[config.mk]
export PLATFORM = sky130hd
export DESIGN_NAME = reg_dump_uart_tx
export DESIGN_NICKNAME = d
export VERILOG_FILES = /design/src/rtl/reg_dump_uart_tx_pkg.sv /design/src/rtl/reg_dump_uart_tx_uart_tx.sv /design/src/rtl/reg_dump_uart_tx.sv
export SDC_FILE = /design/constraint.sdc
export NUM_CORES = 1
export LEC_CHECK = 0
export CAP_MARGIN = 5
export CORE_MARGIN = 10
export CORE_UTILIZATION = 40
export DETAILED_ROUTE_END_ITERATION = 7
export PLACE_DENSITY = 0.67
export SLEW_MARGIN = 20
export SYNTH_ARGS = -nofsm -noshare
export SYNTH_HDL_FRONTEND = slang
export SYNTH_SLANG_ARGS = --single-unit
[constraint.sdc]
create_clock -name clk -period 3.55 [get_ports clk]
set_input_delay 0.5325 -clock clk [delete_from_list [all_inputs] [get_ports clk]]
set_output_delay 0.5325 -clock clk [all_outputs]
set_load 0.01 [all_outputs]
[src/rtl/reg_dump_uart_tx_pkg.sv]
// Shared definitions for the register-dump UART reader: ASCII codes,
// line length, FSM state encoding and small character helpers.
package reg_dump_uart_tx_pkg;

    localparam logic [7:0] ASCII_X     = 8'h78;
    localparam logic [7:0] ASCII_EQ    = 8'h3D;
    localparam logic [7:0] ASCII_CR    = 8'h0D;
    localparam logic [7:0] ASCII_LF    = 8'h0A;
    localparam logic [7:0] ASCII_0     = 8'h30;
    // 'A' minus 10, so nibble 10 maps to 'A'
    localparam logic [7:0] ASCII_A_M10 = 8'h37;

    localparam int         LINE_BYTES  = 14;
    localparam logic [3:0] LAST_BYTE   = 4'(LINE_BYTES - 1);

    typedef enum logic [2:0] {
        ST_IDLE,
        ST_SELECT,
        ST_CAPTURE,
        ST_SEND,
        ST_WAIT_TX,
        ST_NEXT,
        ST_DONE
    } state_e;

    function automatic logic [7:0] hex_char(input logic [3:0] n);
        if (n < 4'd10)
            return ASCII_0 + {4'd0, n};
        else
            return ASCII_A_M10 + {4'd0, n};
    endfunction

    // Tens digit by compare chain; index never exceeds 31.
    function automatic logic [1:0] dec_tens(input logic [4:0] v);
        if (v >= 5'd30)
            return 2'd3;
        else if (v >= 5'd20)
            return 2'd2;
        else if (v >= 5'd10)
            return 2'd1;
        else
            return 2'd0;
    endfunction

    function automatic logic [3:0] dec_ones(input logic [4:0] v);
        logic [4:0] r;
        unique case (dec_tens(v))
            2'd3:    r = v - 5'd30;
            2'd2:    r = v - 5'd20;
            2'd1:    r = v - 5'd10;
            default: r = v;
        endcase
        return r[3:0];
    endfunction

endpackage

[src/rtl/reg_dump_uart_tx_uart_tx.sv]
// uart_tx: 8N1 serialiser, LSB first, idle high.
// Ports: clk, rstn (sync, active-low), tx_valid/tx_data in,
//        tx_ready out (high only when idle), tx serial out.
module uart_tx #(
    parameter int CLKS_PER_BIT = 868
) (
    input  logic       clk,
    input  logic       rstn,
    input  logic       tx_valid,
    input  logic [7:0] tx_data,
    output logic       tx_ready,
    output logic       tx
);

    localparam int CW = (CLKS_PER_BIT > 2) ? $clog2(CLKS_PER_BIT) : 1;
    localparam logic [CW-1:0] BAUD_LAST = CW'(CLKS_PER_BIT - 1);

    logic          busy_q, busy_d;
    logic [CW-1:0] baud_q, baud_d;
    logic [3:0]    bit_q, bit_d;
    // Remaining bits after the start bit: data then stop.
    logic [8:0]    shift_q, shift_d;
    logic          tx_q, tx_d;

    always_comb begin
        busy_d  = busy_q;
        baud_d  = baud_q;
        bit_d   = bit_q;
        shift_d = shift_q;
        tx_d    = tx_q;
        if (!busy_q) begin
            if (tx_valid) begin
                busy_d  = 1'b1;
                tx_d    = 1'b0;
                shift_d = {1'b1, tx_data};
                baud_d  = '0;
                bit_d   = 4'd0;
            end
        end else if (baud_q == BAUD_LAST) begin
            baud_d = '0;
            if (bit_q == 4'd9) begin
                busy_d = 1'b0;
                tx_d   = 1'b1;
            end else begin
                tx_d    = shift_q[0];
                shift_d = {1'b0, shift_q[8:1]};
                bit_d   = bit_q + 4'd1;
            end
        end else begin
            baud_d = baud_q + 1'b1;
        end
    end

    always_ff @(posedge clk) begin
        if (!rstn) begin
            busy_q  <= 1'b0;
            baud_q  <= '0;
            bit_q   <= 4'd0;
            shift_q <= '0;
            tx_q    <= 1'b1;
        end else begin
            busy_q  <= busy_d;
            baud_q  <= baud_d;
            bit_q   <= bit_d;
            shift_q <= shift_d;
            tx_q    <= tx_d;
        end
    end

    assign tx_ready = ~busy_q;
    assign tx       = tx_q;

endmodule

[src/rtl/reg_dump_uart_tx.sv]
// Reads x0..x(NUM_REGS-1) over the regfile debug port and prints each as
// "xNN=HHHHHHHH\r\n" on a UART line.
// Ports: clk, rstn (sync, active-low), start (level, sampled in IDLE),
//        reg_sel/reg_data (debug port), tx (serial), busy, done (pulse).
module reg_dump_uart_tx
    import reg_dump_uart_tx_pkg::*;
#(
    parameter int CLKS_PER_BIT = 868,
    parameter int NUM_REGS     = 32
) (
    input  logic        clk,
    input  logic        rstn,
    input  logic        start,
    output logic [4:0]  reg_sel,
    input  logic [31:0] reg_data,
    output logic        tx,
    output logic        busy,
    output logic        done
);

    localparam logic [4:0] LAST_IDX = 5'(NUM_REGS - 1);

    state_e      state_q, state_d;
    logic [4:0]  idx_q, idx_d;
    logic [4:0]  reg_sel_q, reg_sel_d;
    logic [3:0]  byte_cnt_q, byte_cnt_d;
    logic [31:0] data_q, data_d;

    logic        tx_valid;
    logic        tx_ready;
    logic [7:0]  tx_byte;

    logic [1:0]  tens;
    logic [3:0]  ones;
    logic [2:0]  nib_sel;
    logic [3:0]  nib;

    always_comb begin
        state_d    = state_q;
        idx_d      = idx_q;
        reg_sel_d  = reg_sel_q;
        byte_cnt_d = byte_cnt_q;
        data_d     = data_q;
        tx_valid   = 1'b0;
        unique case (state_q)
            ST_IDLE: begin
                if (start) begin
                    state_d   = ST_SELECT;
                    idx_d     = 5'd0;
                    reg_sel_d = 5'd0;
                end
            end
            ST_SELECT: state_d = ST_CAPTURE;
            ST_CAPTURE: begin
                data_d     = reg_data;
                byte_cnt_d = 4'd0;
                state_d    = ST_SEND;
            end
            ST_SEND: begin
                tx_valid = 1'b1;
                if (tx_ready)
                    state_d = ST_WAIT_TX;
            end
            ST_WAIT_TX: begin
                if (tx_ready) begin
                    if (byte_cnt_q == LAST_BYTE) begin
                        state_d = ST_NEXT;
                    end else begin
                        byte_cnt_d = byte_cnt_q + 4'd1;
                        state_d    = ST_SEND;
                    end
                end
            end
            ST_NEXT: begin
                if (idx_q == LAST_IDX) begin
                    state_d = ST_DONE;
                end else begin
                    idx_d     = idx_q + 5'd1;
                    reg_sel_d = idx_q + 5'd1;
                    state_d   = ST_SELECT;
                end
            end
            ST_DONE: state_d = ST_IDLE;
            default: state_d = ST_IDLE;
        endcase
    end

    always_ff @(posedge clk) begin
        if (!rstn) begin
            state_q    <= ST_IDLE;
            idx_q      <= 5'd0;
            reg_sel_q  <= 5'd0;
            byte_cnt_q <= 4'd0;
            data_q     <= '0;
        end else begin
            state_q    <= state_d;
            idx_q      <= idx_d;
            reg_sel_q  <= reg_sel_d;
            byte_cnt_q <= byte_cnt_d;
            data_q     <= data_d;
        end
    end

    // Byte 4 carries data_q[31:28], byte 11 carries data_q[3:0].
    always_comb begin
        tens    = dec_tens(idx_q);
        ones    = dec_ones(idx_q);
        nib_sel = 3'(byte_cnt_q - 4'd4);
        nib     = data_q[5'd28 - {nib_sel, 2'b00} +: 4];
        tx_byte = ASCII_LF;
        unique case (byte_cnt_q)
            4'd0:    tx_byte = ASCII_X;
            4'd1:    tx_byte = ASCII_0 + {6'd0, tens};
            4'd2:    tx_byte = ASCII_0 + {4'd0, ones};
            4'd3:    tx_byte = ASCII_EQ;
            4'd12:   tx_byte = ASCII_CR;
            4'd13:   tx_byte = ASCII_LF;
            default: tx_byte = hex_char(nib);
        endcase
    end

    uart_tx #(
        .CLKS_PER_BIT(CLKS_PER_BIT)
    ) u_uart_tx (
        .clk     (clk),
        .rstn    (rstn),
        .tx_valid(tx_valid),
        .tx_data (tx_byte),
        .tx_ready(tx_ready),
        .tx      (tx)
    );

    assign reg_sel = reg_sel_q;
    assign busy    = (state_q != ST_IDLE);
    assign done    = (state_q == ST_DONE);

endmodule
==> run_results.csv, run 1 <==
group,metric,value,unit
pwr,combPwrFrac,11.7,%
floorplanning,pin_count,43,
pwr,sw_frac_of_total,24.5,%
logic_synthesis,ys_seq_area_share,37.9,%
logic_synthesis,yosys-top-cells-area,"dfxtp_1, nand2_1, a21oi_1, ha_1, nor2_1",
pwr,leakagePower,0.00159,uW
clocking,path_clk_slew,0.08,ns
worst_setup_path,r2r_start,"byte_cnt_q[0]$_SDFFE_PN0P_",
logic_synthesis,synth_simple_gate_area_share,24.5,%
routing,post_drt_wl_per_cell,14.3,um
logic_synthesis,synth_cell_type_count,54,
routing,postRouteAntennaNets,0,
pwr,vdd_drop_max,0.232,mV
worst_setup_path,worstSetupStartpoint,"byte_cnt_q[0]$_SDFFE_PN0P_",
job,maxCapViolCount,0,
logic_synthesis,synth_ff_type,"dfxtp_1",
clocking,cts-hold-fix-buffers,0,
timing,relSlewSlack,39.9,%
worst_setup_path,cp_num_buf_inv,1,
logic_synthesis,synth_adder_area_share,4.67,%
routing,drt_wl_total,8550,um
hold_path,min_from,"data_q[25]$_SDFFE_PN0P_",
timing,worst_pin_slew,0.900,ns
worst_setup_path,crit_required,3.80,ns
run_status,outcome,"completed",
pwr,switchingPower,454,uW
logic_synthesis,synth.net_count,499,
logic_synthesis,synthMuxAreaShare,7.97,%
logic_synthesis,synth-edff-count,0,
global_route,grt_pass1_wl,14300,um
worst_setup_path,critPathMaxFanout,12,
routing,firstDrtPassIters,4,
floorplanning,die_h,115,um
clocking,clock_sinks,69,
global_route,track_usage,13.1,%
place,gp_congestion,0.856,
pwr,p_int,1400,uW
global_route,grt_use_met1,15.6,%
clocking,cts_buffer_depth,2,
place,post_dp_cell_area,0.00413,mm^2
logic_synthesis,async_flop_share,0,%
worst_setup_path,crit_path_end_kind,"flip-flop",
final_layout,layout.nets,531,
logic_synthesis,ys_ff_latch,69,
clocking,clk_latency,0.34,ns
logic_synthesis,netlist_area,0.00364,mm^2
final_layout,fill_cells,867,
worst_setup_path,crit_arrival,3.03,ns
final_layout,multi_input_area,0.00212,mm^2
routing,num_vias,3213,
worst_setup_path,startpoint_type,"flip-flop",
final_layout,fin_area,0.00438,mm^2
global_route,grt.busiest_layer,"met2",
routing,initialDrtViolationCount,129,
global_route,met2_usage,22.4,%
clocking,cts_root_buffer,"clkbuf_8",
logic_synthesis,synth_xor_area_share,1.44,%
final_layout,syn_to_final_growth,20.3,%
logic_synthesis,yosysWarnings,0,
floorplanning,initial_core_util,41.3,%
pwr,power_frac_seq,45.2,%
global_route,grt-ovfl-total,0,
floorplanning,die_area,0.0133,mm^2
worst_setup_path,critical_path.cell_chain,"mux4_2 -> mux2i_1 -> ha_1 -> inv_1 -> or4b_1 -> o21ai_0 -> a21oi_1 -> o41ai_2",
timing,setup_viol,0,
logic_synthesis,synth_compound_area_share,19.6,%
clocking,post_cts_buffers,0,
global_route,grt_start_max_net_pins,34,
global_route,grt_pass1_vias,3104,
final_layout,diodes,0,
pwr,power_density,423,mW/mm^2
logic_synthesis,synth_cells,451,
final_layout,fin_cells,596,
logic_synthesis,synth_common_cells,"nand2_1, dfxtp_1, a21oi_1, nor2_1, clkbuf_1",
floorplanning,fp-row-count,34,
timing,rsz0062_at_grt,"false",
worst_setup_path,crit_type,"reg2reg",
timing,fin_tns_setup,0,ns
routing,routed_via_density,5.39,
worst_setup_path,cpMaxStageDelayCell,"dfxtp_1",
timing,max_freq,360,MHz
global_route,met3_usage,2.97,%
logic_synthesis,yosysMostFrequentCell,"nand2_1",
final_layout,fin_util,49.7,%
logic_synthesis,yosysTopAreaCell,"dfxtp_1",
hold_path,hold_path_class,"reg2reg",
timing,fin_skew,0.0109,ns
global_route,antenna_found_initial,0,
logic_synthesis,syn_avg_cell_area,8.07,um^2
routing,route.detailed.drc,0,
final_layout,drive_above_1_share,6.97,%
logic_synthesis,synth_top_family_by_area,"simple AND/OR/NAND/NOR gates",
place,dp_hpwl,6210,um
place,io_buffer_count,42,
floorplanning,core-area,0.00881,mm^2
logic_synthesis,yosysTopAreaCellShare,37.9,%
worst_setup_path,slowest_delay,0.65,ns
clocking,h-tree-depth,3,
timing,slew_violations,0,
place,dp_cells,580,
timing,fin_crit_sh,78.2,%
worst_setup_path,cpLargestDelayFamily,"multiplexers",
clocking,cts-resized-gates,0,
clocking,numCtsBuffers,9,
final_layout,regArea,0.00138,mm^2
timing,period_minus_slack,2.78,ns
timing,hold_viol,0,
floorplanning,dieWidth,115,um
pwr,clock_power_share,43.1,%
clocking,cts_tree,"built",
==> power groups by stage <==
stage / sequential, uW / combinational [uW] / clock [uW]
CTS: 838 / 217 / 809
detailed placement: 856 / 216 / 0
global placement: 854 / 212 / 0
floorplan: 839 / 146 / 0
finish: 837 / 217 / 797
global route: 842 / 244 / 842
==> metal layers <==
metal | wire length, um | vias to the layer above
met5 | 0 | -
met4 | 153 | 0
met3 | 347 | 15
met2 | 4120 | 67
met1 | 3930 | 1484
li1 | - | 1647
==> sequential cells by signal, summed over array words and instances, names as in the netlist <==
name and count:
data_q 32, u_uart_tx.baud_q 10, u_uart_tx.shift_q 9, reg_sel 5, byte_cnt_q 4, u_uart_tx.bit_q 4
state_q 3, u_uart_tx.busy_q 1, u_uart_tx.tx 1
==> worst register-to-register path: cells and delay by family (launching register included) <==
kind | cells | cell delay, ns
muxes | 2 | 0.79
DFF | 1 | 0.65
and+or+nand+nor | 1 | 0.50
AOI/OAI and AO/OA | 3 | 0.46
adders and majority gates | 1 | 0.23
buffers and inverters | 1 | 0.06
==> final timing paths <==
check | end | slack [ns] | cells after the start
max | u_uart_tx.shift_q[2]$_SDFFE_PN0P_ | 0.77 | 8
min | data_q[25]$_SDFFE_PN0P_ | 0.46 | 2
max reg2reg | u_uart_tx.shift_q[2]$_SDFFE_PN0P_ | 0.77 | 8
min reg2reg | data_q[25]$_SDFFE_PN0P_ | 0.46 | 2
==> cell type report <==
type                    count  area share, %
repair buffers             47           10.5
well taps                 108           3.08
clock inverters             5           2.43
clock buffers              11           3.23
flip-flops and latches     69           31.5
inverters                  10          0.857
multi-input cells         346           48.4
==> cell usage in the layout, fill, tap and decap left out, drive strengths merged, types with 10 or more instances in the layout <==
cell            n
nor2           37
clkbuf         11
nand3          10
a21oi          60
o21ai          19
dfxtp          69
clkdlybuf4s50  42
inv            10
nand2          93
ha             12
==> stage by stage <==
step	total power, uW	hold WS, ns	setup WS (ns)
3_5_place_dp	1070	0.447	0.786
6_report	1850	0.456	0.774
3_3_place_gp	1070	0.443	0.871
2_1_floorplan	985	0.432	1.04
4_1_cts	1860	0.458	0.764
5_1_grt	1930	0.472	0.539
==> logic make-up (layout without fill, tap and decap cells) <==
family          Yosys count  count (layout)
flops                    69              69
xor+xnor                  6               6
buf+inv                  36              73
compound gates          117             117
fa+ha+maj                13              13
simple gates            194             194
mux                      16              16
No activity file was read; power rests on OpenSTA's default activity.
==> run 2: changes to the inputs <==
==> constraint.sdc (replaced) <==
create_clock -name clk -period 2.8 [get_ports clk]
set_input_delay 0.42 -clock clk [delete_from_list [all_inputs] [get_ports clk]]
set_output_delay 0.42 -clock clk [all_outputs]
set_load 0.01 [all_outputs]
==> run 2 against run 1 <==
First-iteration DRC count increased by 6.2%. Worst hold slack barely moved. Sequential power up 27%. Combinational power is 28% higher. Global-route usage grew 0.18 points. Die area did not move. Final cell count rose by 0.84%. Critical path type unchanged. Critical endpoint unchanged.
==> run_results.csv, run 2 (synthesized netlist as in run 1, its figures left out) <==
group,metric,value,unit
floorplanning,die_h,115,um
worst_setup_path,crit_type,"reg2reg",
pwr,combPwrFrac,12.9,%
place,dp_hpwl,6230,um
clocking,cts-hold-fix-buffers,0,
routing,route.detailed.drc,0,
worst_setup_path,crit_arrival,2.78,ns
final_layout,final_cell_mix,"nand2_1, dfxtp_1, a21oi_1",
pwr,clock_power_share,37.8,%
worst_setup_path,crit_required,3.04,ns
pwr,p_int,1570,uW
pwr,leakagePower,0.00159,uW
worst_setup_path,cpLargestDelayFamily,"compound AO/OA/AOI/OAI gates",
final_layout,layout.nets,536,
final_layout,top_register,"data_q",
clocking,path_clk_slew,0.08,ns
routing,routed_via_density,5.40,
pwr,vdd_drop_max,0.304,mV
floorplanning,pin_count,43,
timing,relSlewSlack,59.2,%
timing,hold_viol,0,
clocking,cts_tree,"built",
routing,num_vias,3245,
floorplanning,die_area,0.0133,mm^2
run_status,outcome,"completed",
worst_setup_path,crit_path_frequent_cell,"a21oi_1",
global_route,grt_start_max_net_pins,59,
global_route,grt_pass1_wl,14500,um
clocking,numCtsBuffers,9,
worst_setup_path,critPathMaxFanout,13,
timing,rsz0062_at_grt,"false",
final_layout,final_common_cell,"nand2_1",
pwr,power_frac_seq,49.3,%
final_layout,drive_above_1_share,8.32,%
floorplanning,dieWidth,115,um
clocking,cts_buffer_depth,2,
timing,fin_skew,0.0134,ns
clocking,clock_sinks,69,
global_route,track_usage,13.3,%
hold_path,hold_path_class,"reg2reg",
pwr,power_density,491,mW/mm^2
floorplanning,initial_core_util,41.3,%
worst_setup_path,ff2ff_setup_slack,0.27,ns
pwr,sw_frac_of_total,27.1,%
routing,postRouteAntennaNets,0,
timing,fin_crit_sh,90.5,%
worst_setup_path,cpMaxStageDelayCell,"dfxtp_1",
clocking,clk_latency,0.34,ns
clocking,cts_root_buffer,"clkbuf_8",
worst_setup_path,critical_path.cell_chain,"ha_1 -> nand2_1 -> a32o_1 -> fa_1 -> a21oi_1 -> o31ai_1 -> a21oi_1 -> o41ai_2",
final_layout,largestRegisters,"data_q: 32 flops, u_uart_tx.baud_q: 10 flops, u_uart_tx.shift_q: 9 flops",
timing,setup_ws,0.266,ns
place,io_buffer_count,42,
worst_setup_path,slowest_delay,0.60,ns
routing,drt_wl_total,8510,um
worst_setup_path,startpoint_type,"flip-flop",
pwr,switchingPower,583,uW
worst_setup_path,cp_num_buf_inv,0,
routing,firstDrtPassIters,4,
clocking,h-tree-depth,3,
timing,period_minus_slack,2.53,ns
global_route,antenna_found_initial,0,
job,maxCapViolCount,0,
routing,initialDrtViolationCount,137,
place,pre_cts_ws,0.231,ns
floorplanning,core-area,0.00881,mm^2
final_layout,syn_to_final_growth,20.3,%
final_layout,diodes,0,
floorplanning,fp-row-count,34,
worst_setup_path,crit_path_end_kind,"flip-flop",
place,gp_congestion,0.828,
timing,setup_viol,0,
timing,fin_tns_setup,0,ns
timing,slew_violations,0,
final_layout,largest_reg_flops,32,
global_route,grt-ovfl-total,0,
routing,post_drt_wl_per_cell,14.2,um
global_route,grt_pass1_vias,3153,
timing,worst_pin_slew,0.611,ns
timing,max_freq,395,MHz
==> run 2: per-layer routing <==
layer  track usage [%]  wire [um]
met3              4.17        421
met2              22.2       4120
met4              4.73        118
met5                 0          0
met1              15.8       3850
==> run 2: cell type report <==
cell class / instances / area [um^2]
Fill cell: 886 / 4430
Multi-Input combinational cell: 346 / 2120
Sequential cell: 69 / 1380
Timing Repair Buffer: 52 / 508
Tap cell: 108 / 135
Clock buffer: 9 / 124
Clock inverter: 7 / 72.6
Inverter: 10 / 37.5
==> run 2: what timing repair did <==
item / 4_1_cts / 5_1_grt
endpoints found under the setup margin: 0 / 1
hold endpoints to repair: 0 / 0
resized for setup: 0 / 2
setup buffers: 0 / 0
==> run 2: path summary, 6_finish.rpt <==
check,endpoint,cells after the start,start
hold reg to reg,data_q[5]$_SDFFE_PN0P_,2,data_q[5]$_SDFFE_PN0P_
setup / recovery,u_uart_tx.shift_q[2]$_SDFFE_PN0P_,8,reg_sel[2]$_SDFFE_PN0P_
hold / removal,data_q[5]$_SDFFE_PN0P_,2,data_q[5]$_SDFFE_PN0P_
setup reg to reg,u_uart_tx.shift_q[2]$_SDFFE_PN0P_,8,reg_sel[2]$_SDFFE_PN0P_
==> run 2: metrics by stage <==
| step | instances | total power [uW] | instance area (um^2) | utilization, % | hold slack (ns) |
|---|---|---|---|---|---|
| floorplan | 451 | 1250 | 3640 | - | 0.432 |
| global placement | 585 | 1360 | 4180 | 47.5 | 0.439 |
| detailed placement | 585 | 1360 | 4180 | 47.5 | 0.445 |
| CTS | 601 | 2180 | 4380 | 49.7 | 0.455 |
| global route | 601 | 2250 | 4380 | 49.7 | 0.478 |
| finish | 601 | 2150 | 4380 | 49.7 | 0.456 |
==> run 2: tightest hold or removal path: cells and delay by family, from the launching register on <==
family | cells | cell delay [ns]
flip-flops | 1 | 0.31
AND/OR/NAND/NOR | 1 | 0.05
AO/OA/AOI/OAI | 1 | 0.05
==> run 2: power groups by stage <==
stage | Sequential (uW) | Clock, uW | Combinational, uW
after floorplan | 1060 | 0 | 185
after global placement | 1080 | 0 | 274
after detailed placement | 1080 | 0 | 279
after CTS | 1060 | 836 | 280
after global routing | 1070 | 870 | 314
final | 1060 | 813 | 278
==> run 3: changes to the inputs <==
--- a/config.mk
+++ b/config.mk
@@ -9,7 +9,8 @@
 export CORE_MARGIN = 10
 export CORE_UTILIZATION = 40
 export DETAILED_ROUTE_END_ITERATION = 7
-export PLACE_DENSITY = 0.67
+export DONT_BUFFER_PORTS = 1
+export PLACE_DENSITY = 0.61
 export SLEW_MARGIN = 20
 export SYNTH_ARGS = -nofsm -noshare
 export SYNTH_HDL_FRONTEND = slang
==> run 3 against run 2 <==
Clock power barely moved. Fmax is 1.6% lower. Critical endpoint unchanged. Global-route usage down 0.23 points. Final cell count shrank 7.3%. Non-clock buffer count shrank 41. Sequential share of layout area grew 3.4 points. Via count down 4.5%. First-iteration DRC count rose by 34%. Critical path type unchanged. Clock skew decreased by 0.0037 ns. Worst hold slack lost 0.26 ns. Flip-flop and latch count unchanged. Design area fell by 10%.
==> run_results.csv, run 3 (synthesized netlist as in run 1, its figures left out) <==
group,metric,value,unit
worst_setup_path,crit_path_end_kind,"flip-flop",
global_route,grt_pass1_wl,14200,um
pwr,power_density,531,mW/mm^2
clocking,cts_root_buffer,"clkbuf_8",
floorplanning,fp-row-count,34,
floorplanning,die_h,115,um
final_layout,fin_area,0.00394,mm^2
final_layout,final_cell_mix,"nand2_1, dfxtp_1, a21oi_1",
final_layout,top_register,"data_q",
job,maxCapViolCount,0,
timing,fin_crit_sh,92.0,%
timing,rsz0062_at_grt,"false",
floorplanning,initial_core_util,41.3,%
global_route,grt_start_max_net_pins,59,
routing,route.detailed.drc,0,
routing,routed_via_density,5.56,
routing,initialDrtViolationCount,184,
run_status,outcome,"completed",
final_layout,fin_util,44.8,%
routing,post_drt_wl_per_cell,15.1,um
clocking,post_cts_buffers,0,
clocking,h-tree-depth,3,
worst_setup_path,critPathMaxFanout,6,
routing,drt_wl_total,8430,um
floorplanning,dieWidth,115,um
final_layout,diodes,0,
worst_setup_path,crit_type,"reg2reg",
worst_setup_path,cpLargestDelayFamily,"multiplexers",
pwr,combPwrFrac,10.4,%
final_layout,syn_to_final_growth,8.25,%
pwr,power_frac_seq,50.6,%
timing,setup_viol,0,
clocking,cts-resized-gates,0,
timing,fin_skew,0.00963,ns
worst_setup_path,crit_arrival,2.83,ns
pwr,switchingPower,544,uW
timing,max_freq,388,MHz
final_layout,fin_cells,557,
final_layout,final_common_cell,"nand2_1",
worst_setup_path,critical_path.cell_chain,"mux4_2 -> mux2i_1 -> ha_1 -> inv_1 -> or4b_1 -> o21ai_0 -> a21oi_1 -> o41ai_2",
timing,worst_pin_slew,0.624,ns
clocking,cts-hold-fix-buffers,0,
floorplanning,pin_count,43,
timing,hold_viol,0,
worst_setup_path,cp_num_buf_inv,1,
pwr,p_int,1550,uW
worst_setup_path,crit_required,3.05,ns
global_route,grt_pass1_vias,2995,
timing,period_minus_slack,2.58,ns
clocking,clk_latency,0.35,ns
global_route,grt-ovfl-total,0,
worst_setup_path,slowest_delay,0.53,ns
worst_setup_path,startpoint_type,"flip-flop",
pwr,vdd_drop_max,0.301,mV
hold_path,hold_path_depth,2,
final_layout,largestRegisters,"data_q: 32 flops, u_uart_tx.baud_q: 10 flops, u_uart_tx.shift_q: 9 flops",
hold_path,hold_path_class,"in2reg",
clocking,path_clk_slew,0.08,ns
timing,relSlewSlack,58.4,%
routing,postRouteAntennaNets,0,
pwr,leakagePower,0.00143,uW
worst_setup_path,cpMaxStageDelayCell,"mux4_2",
clocking,cts_buffer_depth,2,
timing,whs,0.200,ns
timing,fin_tns_setup,0,ns
routing,firstDrtPassIters,5,
clocking,numCtsBuffers,9,
global_route,antenna_found_initial,0,
final_layout,fill_cells,881,
place,dp_cells,544,
place,post_dp_cell_area,0.00375,mm^2
floorplanning,die_area,0.0133,mm^2
final_layout,largest_reg_flops,32,
place,dp_hpwl,5980,um
timing,slew_violations,0,
routing,num_vias,3099,
final_layout,drive_above_1_share,8.24,%
clocking,clock_sinks,69,
pwr,sw_frac_of_total,26.0,%
clocking,cts_tree,"built",
worst_setup_path,cp.depth,8,
final_layout,layout.nets,495,
place,io_buffer_count,0,
place,gp_congestion,0.871,
global_route,track_usage,13.1,%
worst_setup_path,reg2regPathDepth,8,
pwr,clock_power_share,38.9,%
floorplanning,core-area,0.00881,mm^2
-- run 3: power groups by stage --
stage / Clock (uW) / Combinational [uW] / Sequential, uW
after floorplan: 0 / 185 / 1060
after global placement: 0 / 216 / 1080
after detailed placement: 0 / 221 / 1080
after CTS: 835 / 221 / 1060
after global routing: 879 / 250 / 1070
final: 816 / 218 / 1060
-- run 3: path summary, 6_finish.rpt --
check                                                         end  slack [ns]                  startpoint
worst max-delay path            u_uart_tx.shift_q[2]$_SDFFE_PN0P_        0.22  byte_cnt_q[0]$_SDFFE_PN0P_
worst min-delay path                      data_q[31]$_SDFFE_PN0P_        0.20                reg_data[31]
worst max register to register  u_uart_tx.shift_q[2]$_SDFFE_PN0P_        0.22  byte_cnt_q[0]$_SDFFE_PN0P_
worst min register to register             data_q[5]$_SDFFE_PN0P_        0.45      data_q[5]$_SDFFE_PN0P_
-- run 3: layout make-up --
| type | instances | area (um^2) | share of cell area [%] |
|---|---|---|---|
| Clock buffer | 11 | 151 | 3.84 |
| Clock inverter | 2 | 35.0 | 0.889 |
| Inverter | 10 | 37.5 | 0.952 |
| Multi-Input combinational cell | 346 | 2120 | 53.7 |
| Sequential cell | 69 | 1380 | 35.0 |
| Tap cell | 108 | 135 | 3.43 |
| Timing Repair Buffer | 11 | 82.6 | 2.10 |
-- run 3: layer usage --
metal / track usage (%) / share of wire, % / up-vias
met1: 16.4 / 48 / 1445
met3: 4.79 / 7.4 / 11
li1: - / - / 1572
met4: 4.81 / 1.2 / 0
met5: 0 / 0 / -
met2: 20.1 / 43 / 71
-- run 3: worst register-to-register path, cell delays in order (launching register included) --
cell and delay (ns):
dfxtp_1 0.47, mux4_2 0.53, mux2i_1 0.24, ha_1 0.22
inv_1 0.06, or4b_1 0.50, o21ai_0 0.09, a21oi_1 0.10
o41ai_2 0.26
-- run 3: through the flow --
stage          worst slack [ns]  power (uW)
2_1_floorplan             0.295        1250
4_1_cts                   0.205        2120
3_5_place_dp              0.237        1300
6_report                  0.225        2090
5_1_grt                  0.0217        2200
3_3_place_gp              0.328        1300
